$ cat src/rtl/seg_scan_monitor_pkg.sv
// Shared constants for the seven-segment scan monitor: active-low segment
// patterns (bit6..bit0 = g..a) and the acceptance FSM state type.
package seg_scan_monitor_pkg;

    localparam logic [6:0] SEG_0     = 7'h40;
    localparam logic [6:0] SEG_1     = 7'h79;
    localparam logic [6:0] SEG_2     = 7'h24;
    localparam logic [6:0] SEG_3     = 7'h30;
    localparam logic [6:0] SEG_4     = 7'h19;
    localparam logic [6:0] SEG_5     = 7'h12;
    localparam logic [6:0] SEG_6     = 7'h02;
    localparam logic [6:0] SEG_7     = 7'h78;
    localparam logic [6:0] SEG_8     = 7'h00;
    localparam logic [6:0] SEG_9     = 7'h10;
    localparam logic [6:0] SEG_BLANK = 7'h7F;

    localparam logic [6:0] SEG_TABLE [10] = '{
        SEG_0, SEG_1, SEG_2, SEG_3, SEG_4, SEG_5, SEG_6, SEG_7, SEG_8, SEG_9
    };

    typedef enum logic {
        SETTLE = 1'b0,
        HOLD   = 1'b1
    } state_t;

    function automatic logic is_one_hot(input logic [3:0] v);
        return (v != 4'd0) && ((v & (v - 4'd1)) == 4'd0);
    endfunction

endpackage

$ cat src/rtl/seg_scan_monitor_decode.sv
// Combinational seven-segment pattern decoder: flags a 0-9 digit or the
// all-off blank pattern and returns the digit value.
module seg7_decode
    import seg_scan_monitor_pkg::*;
(
    input  logic [6:0] pattern,
    output logic       is_digit,
    output logic       is_blank,
    output logic [3:0] value
);

    always_comb begin
        is_digit = 1'b0;
        is_blank = (pattern == SEG_BLANK);
        value    = 4'd0;
        for (int i = 0; i < 10; i++) begin
            if (pattern == SEG_TABLE[i]) begin
                is_digit = 1'b1;
                value    = 4'(i);
            end
        end
    end

endmodule

$ cat src/rtl/seg_scan_monitor.sv
// Watches a multiplexed four-digit seven-segment display, debounces each scan
// slot and recovers the BCD digits, blank flags, frame and fault indications.
module seg_scan_monitor
    import seg_scan_monitor_pkg::*;
#(
    parameter int STABLE_CYCLES = 4,
    parameter int DARK_CYCLES   = 1024
) (
    input  logic       clk,
    input  logic       rst,
    input  logic [6:0] led_seg,
    input  logic       a1,
    input  logic       a2,
    input  logic       a3,
    input  logic       a4,
    output logic [3:0] dig1,
    output logic [3:0] dig2,
    output logic [3:0] dig3,
    output logic [3:0] dig4,
    output logic [3:0] blank,
    output logic       valid,
    output logic       frame_done,
    output logic       dark,
    output logic       err_seg,
    output logic       err_multi,
    output state_t     dbg_state
);

    localparam logic [3:0]  STAB_LAST = 4'(STABLE_CYCLES - 1);
    localparam logic [15:0] DARK_MAX  = 16'(DARK_CYCLES);

    logic [10:0] in_w;
    logic [10:0] samp;
    logic [3:0]  stab_cnt;
    logic [15:0] dark_cnt;
    logic [3:0]  seen;
    state_t      state;

    logic [3:0]  anode_low;
    logic        is_digit;
    logic        is_blank;
    logic [3:0]  value;
    logic        accept;
    logic [3:0]  cap_mask;
    logic        bad_seg;
    logic        multi;
    logic [3:0]  seen_upd;

    assign in_w      = {a1, a2, a3, a4, led_seg};
    // bit3 = a1 = digit 1, matching the blank[] ordering
    assign anode_low = ~samp[10:7];
    assign dark      = (dark_cnt == DARK_MAX);
    assign dbg_state = state;

    seg7_decode u_decode (
        .pattern  (samp[6:0]),
        .is_digit (is_digit),
        .is_blank (is_blank),
        .value    (value)
    );

    assign accept = (state == SETTLE) && (in_w == samp) && (stab_cnt == STAB_LAST);

    always_comb begin
        cap_mask = 4'd0;
        bad_seg  = 1'b0;
        multi    = 1'b0;
        if (accept) begin
            if (is_one_hot(anode_low)) begin
                if (is_digit || is_blank) begin
                    cap_mask = anode_low;
                end else begin
                    bad_seg = 1'b1;
                end
            end else if (anode_low != 4'd0) begin
                multi = 1'b1;
            end
        end
        seen_upd = seen | cap_mask;
    end

    always_ff @(posedge clk or posedge rst) begin
        if (rst) begin
            samp       <= 11'h7FF;
            stab_cnt   <= 4'd0;
            state      <= SETTLE;
            dark_cnt   <= 16'd0;
            seen       <= 4'd0;
            dig1       <= 4'd0;
            dig2       <= 4'd0;
            dig3       <= 4'd0;
            dig4       <= 4'd0;
            blank      <= 4'hF;
            valid      <= 1'b0;
            frame_done <= 1'b0;
            err_seg    <= 1'b0;
            err_multi  <= 1'b0;
        end else begin
            samp       <= in_w;
            frame_done <= 1'b0;
            err_seg    <= bad_seg;
            err_multi  <= multi;

            if (in_w != samp) begin
                state    <= SETTLE;
                stab_cnt <= 4'd0;
            end else if (state == SETTLE) begin
                if (accept) begin
                    state <= HOLD;
                end else begin
                    stab_cnt <= stab_cnt + 4'd1;
                end
            end

            // A blank capture keeps the last digit value, only the flag moves
            if (cap_mask[3]) begin
                blank[3] <= is_blank;
                if (is_digit) dig1 <= value;
            end
            if (cap_mask[2]) begin
                blank[2] <= is_blank;
                if (is_digit) dig2 <= value;
            end
            if (cap_mask[1]) begin
                blank[1] <= is_blank;
                if (is_digit) dig3 <= value;
            end
            if (cap_mask[0]) begin
                blank[0] <= is_blank;
                if (is_digit) dig4 <= value;
            end

            if (seen_upd == 4'hF) begin
                frame_done <= 1'b1;
                seen       <= 4'd0;
                valid      <= 1'b1;
            end else begin
                seen <= seen_upd;
            end

            if (samp[10:7] == 4'hF) begin
                if (dark_cnt != DARK_MAX) dark_cnt <= dark_cnt + 16'd1;
            end else begin
                dark_cnt <= 16'd0;
            end
        end
    end

endmodule

$ cat config.mk
export PLATFORM = sky130hd
export DESIGN_NAME = seg_scan_monitor
export DESIGN_NICKNAME = d
export VERILOG_FILES = /design/src/rtl/seg_scan_monitor_pkg.sv /design/src/rtl/seg_scan_monitor_decode.sv /design/src/rtl/seg_scan_monitor.sv
export SDC_FILE = /design/constraint.sdc
export NUM_CORES = 1
export LEC_CHECK = 0
export ABC_AREA = 1
export BUFFER_PORTS_ARGS = -buffer_cell sky130_fd_sc_hd__buf_2
export CELL_PAD_IN_SITES_DETAIL_PLACEMENT = 1
export CELL_PAD_IN_SITES_GLOBAL_PLACEMENT = 1
export CORE_MARGIN = 2
export CORE_UTILIZATION = 30
export DETAILED_ROUTE_END_ITERATION = 8
export PLACE_DENSITY_LB_ADDON = 0.1
export REMOVE_ABC_BUFFERS = 1
export SLEW_MARGIN = 0
export SYNTH_ARGS = -nofsm -noshare
export SYNTH_HDL_FRONTEND = slang
export SYNTH_HIERARCHICAL = 1
export SYNTH_SLANG_ARGS = --single-unit
$ cat constraint.sdc
create_clock -name clk -period 3.7 [get_ports clk]
set_input_delay 0.74 -clock clk [delete_from_list [all_inputs] [get_ports clk]]
set_output_delay 0.74 -clock clk [all_outputs]
set_load 0.01 [all_outputs]
==> impl_metrics.csv <==
group,metric,value,unit
run_status,status,"completed",
yosys,synth_seq_area_share,51.0,%
finish,final_common_cell,"nand2_1",
yosys,synth_top_area_cell,"dfrtp_1",
clock_tree,cts_sinks,60,
yosys,ys_ff_latch,60,
timing,tns,0,ps
flow_run,maxCapViolations,0,
setup_path,reg2reg_slack,920,ps
setup_path,startpoint_type,"flop",
clock_tree,ctsResizeCount,0,
detailed_routing,drc_errors,0,
setup_path,cp-end-kind,"flop",
finish,fin_util,36.8,%
pwr,sw_frac_of_total,22.9,%
global_routing,antenna_found_initial,0,
detailed_routing,vias,2573,
setup_path,r2r_start,"samp[6]",
placement,hpwl,5.50,mm
finish,area_delta_synth_final,19.6,%
pwr,seq_power_share,48.1,%
yosys,synthTopCellsByArea,"dfrtp_1 (38%), nand2_1 (14%), dfstp_2 (13%)",
detailed_routing,wirelength,7.14,mm
floorplanning,start_util,30.8,%
placement,port_buffers,38,
yosys,synth_top_area_share,37.8,%
setup_path,critPathKind,"flop to flop",
clock_tree,clockRootBuffer,"clkbuf_8",
pwr,ir_drop,0.182,mV
placement,place_ws,887,ps
pwr,p_sw,0.323,mW
yosys,syn_inst,386,
yosys,yosys_most_used_dff,"dfrtp_1",
finish,drive_above_1_share,20.2,%
floorplanning,fp.dieW,104,um
setup_path,cp.required,3930,ps
detailed_routing,dr.pass1.iters,4,
timing,period_share,75.1,%
yosys,ys_types,29,
pwr,pwr-share-comb,4.8,%
setup_path,path_cells,"inv_1, nor2_2, nand3_1, o21ai_1, nor2_1, nand2_1, or2_2, nand2_2, nor2_1, nand4_1, inv_1, nand2_1, nand2_1, nand2_1",
timing,clock.fmax,0.360,GHz
clock_tree,post_cts_buffers,0,
timing,skew,15.2,ps
pwr,cellPowerDensity,395,nW/um^2
floorplanning,rows,36,
detailed_routing,ant_nets,0,
setup_path,r2r_cells,14,
finish,post-route-cell-area,3560,um^2
setup_path,critPathTopFamily,"simple AND/OR/NAND/NOR gates",
global_routing,grt_pass1_wl,12.6,mm
timing,maxSlewViolCount,0,
setup_path,critical_path_buf_inv_count,2,
finish,fin_nets,451,
timing,setup_viol,0,
clock_tree,insertion_delay,350,ps
pwr,clkPwrFrac,47.1,%
finish,multi_input_area,1210,um^2
floorplanning,die_area,10700,um^2
clock_tree,clkTransAtPathRegs,80,ps
setup_path,worstReg2RegEnd,"dig4[2]",
timing,slew-limit-headroom,57.6,%
finish,fill_cells,1227,
timing,rsz0062_at_grt,"false",
yosys,async_reset_ff_share,100,%
timing,tightest_slew,634,ps
yosys,netlist_area,2980,um^2
yosys,yosys_warnings,6,
yosys,avgSynthCellArea,7.72,um^2
detailed_routing,first_iter_violations,45,
timing,timing.final.crit_period,2780,ps
yosys,synth_edf_count,0,
clock_tree,htree_num_levels,3,
global_routing,grt_usage,14.5,%
min_path,min_path_type,"input pin to asynchronous set/reset pin",
floorplanning,io_pins,39,
placement,place_area,3350,um^2
clock_tree,clockBufferDepth,2,
finish,final_cell_mix,"nand2_1 (111), inv_1 (63), dfrtp_1 (45)",
global_routing,grt_pass1_vias,2658,
setup_path,crit_top_cell,"nand2_1",
floorplanning,die_y,104,um
placement,routabilityCongestion,0.746,
clock_tree,ctsHoldBuffers,0,
clock_tree,cts_tree,"built",
detailed_routing,avgViaCountPerCell,4.49,
global_routing,grt_max_degree,28,
setup_path,max_stage_delay,560,ps
global_routing,overflow,0,
setup_path,critPathSlowestCell,"dfstp_2",
setup_path,cp.arrival,3010,ps
finish,seqCellArea,1520,um^2
finish,antenna_cells,0,
pwr,intPower,1.09,mW
floorplanning,core_area,9680,um^2
timing,final_hold_viol_count,0,
setup_path,crit_fanout,21,
timing,worst_slack,923,ps
detailed_routing,wl_per_cell,12.5,um
pwr,p_leak,1.88,nW
clock_tree,cts_made_buffers,9,
## logic make-up (layout without fill, tap and decap cells)
logic type | Yosys count | after routing | synth area share, %
adder cells (fa/ha/maj) | 3 | 3 | 1.26
buffers and inverters | 67 | 121 | 8.48
flip-flops | 60 | 60 | 51.0
XOR/XNOR | 4 | 4 | 1.18
AO/OA/AOI/OAI | 29 | 29 | 4.96
AND/OR/NAND/NOR | 223 | 223 | 33.1
## cell usage after synthesis (2+ instances only)
master,n
xnor2_1,3
nand3_1,34
nand4_1,9
dfrtp_1,45
ha_1,3
inv_1,64
a21oi_1,14
nor2_1,39
clkbuf_1,2
nand2_2,5
dfstp_2,15
nand2_1,111
nor2_2,8
o21ai_1,2
nor4_1,3
nor3_1,5
o21ai_0,12
## metal layers
layer | part of all wire, % | vias up | wire length (um) | global-route usage, %
met4 | 1.9 | 0 | 136 | 6.18
met3 | 2.8 | 13 | 201 | 3.15
met1 | 48 | 1229 | 3440 | 18.4
li1 | - | 1301 | - | -
met5 | 0 | - | 0 | 0
met2 | 47 | 30 | 3360 | 23.9
## power groups by stage
stage / clock network (mW) / logic [mW] / registers (mW)
after floorplan: 0 / 0.0447 / 0.686
after global placement: 0 / 0.0694 / 0.689
after detailed placement: 0 / 0.0702 / 0.689
after CTS: 0.684 / 0.0704 / 0.677
after global routing: 0.716 / 0.0792 / 0.679
final: 0.664 / 0.0676 / 0.677
## sequential cells by signal, summed over array words and instances (netlist names)
name / flops
blank: 4
dark_cnt: 16
dbg_state: 1
dig1: 4
dig2: 4
dig3: 4
dig4: 4
err_multi: 1
err_seg: 1
frame_done: 1
samp: 11
seen: 4
stab_cnt: 4
valid: 1
## worst register-to-register path, cell delays in order (launching register included)
cell,delay (ps)
dfstp_2,560
inv_1,90
nor2_2,150
nand3_1,110
o21ai_1,110
nor2_1,80
nand2_1,480
or2_2,250
nand2_2,70
nor2_1,90
nand4_1,180
inv_1,220
nand2_1,140
nand2_1,100
nand2_1,50
## metrics by stage
stage               power (mW)  std cells  hold slack [ps]
floorplan                0.731        383              474
CTS                       1.43        573              377
global route              1.47        573              387
detailed placement       0.760        557              460
finish                    1.41        573              370
global placement         0.758        557              456
## cell type report
type	instances	area share, %
Sequential cell	60	42.7
Multi-Input combinational cell	259	33.8
Inverter	64	6.74
Timing Repair Buffer	41	5.97
Tap cell	133	4.67
Clock buffer	12	4.07
Clock inverter	4	2.04
## worst max path at each step
stage | start | end | slack, ps | depth (start not counted)
2_1_floorplan | samp[6] | dig1[2] | 1400 | 14
6_report | samp[6] | dig4[2] | 920 | 14
3_5_place_dp | samp[6] | dig4[2] | 890 | 14
3_3_place_gp | samp[6] | dig3[0] | 1010 | 14
4_1_cts | samp[6] | dig4[2] | 880 | 14
5_1_grt | samp[6] | dig3[0] | 570 | 14
No activity file was read; power rests on OpenSTA's default activity.
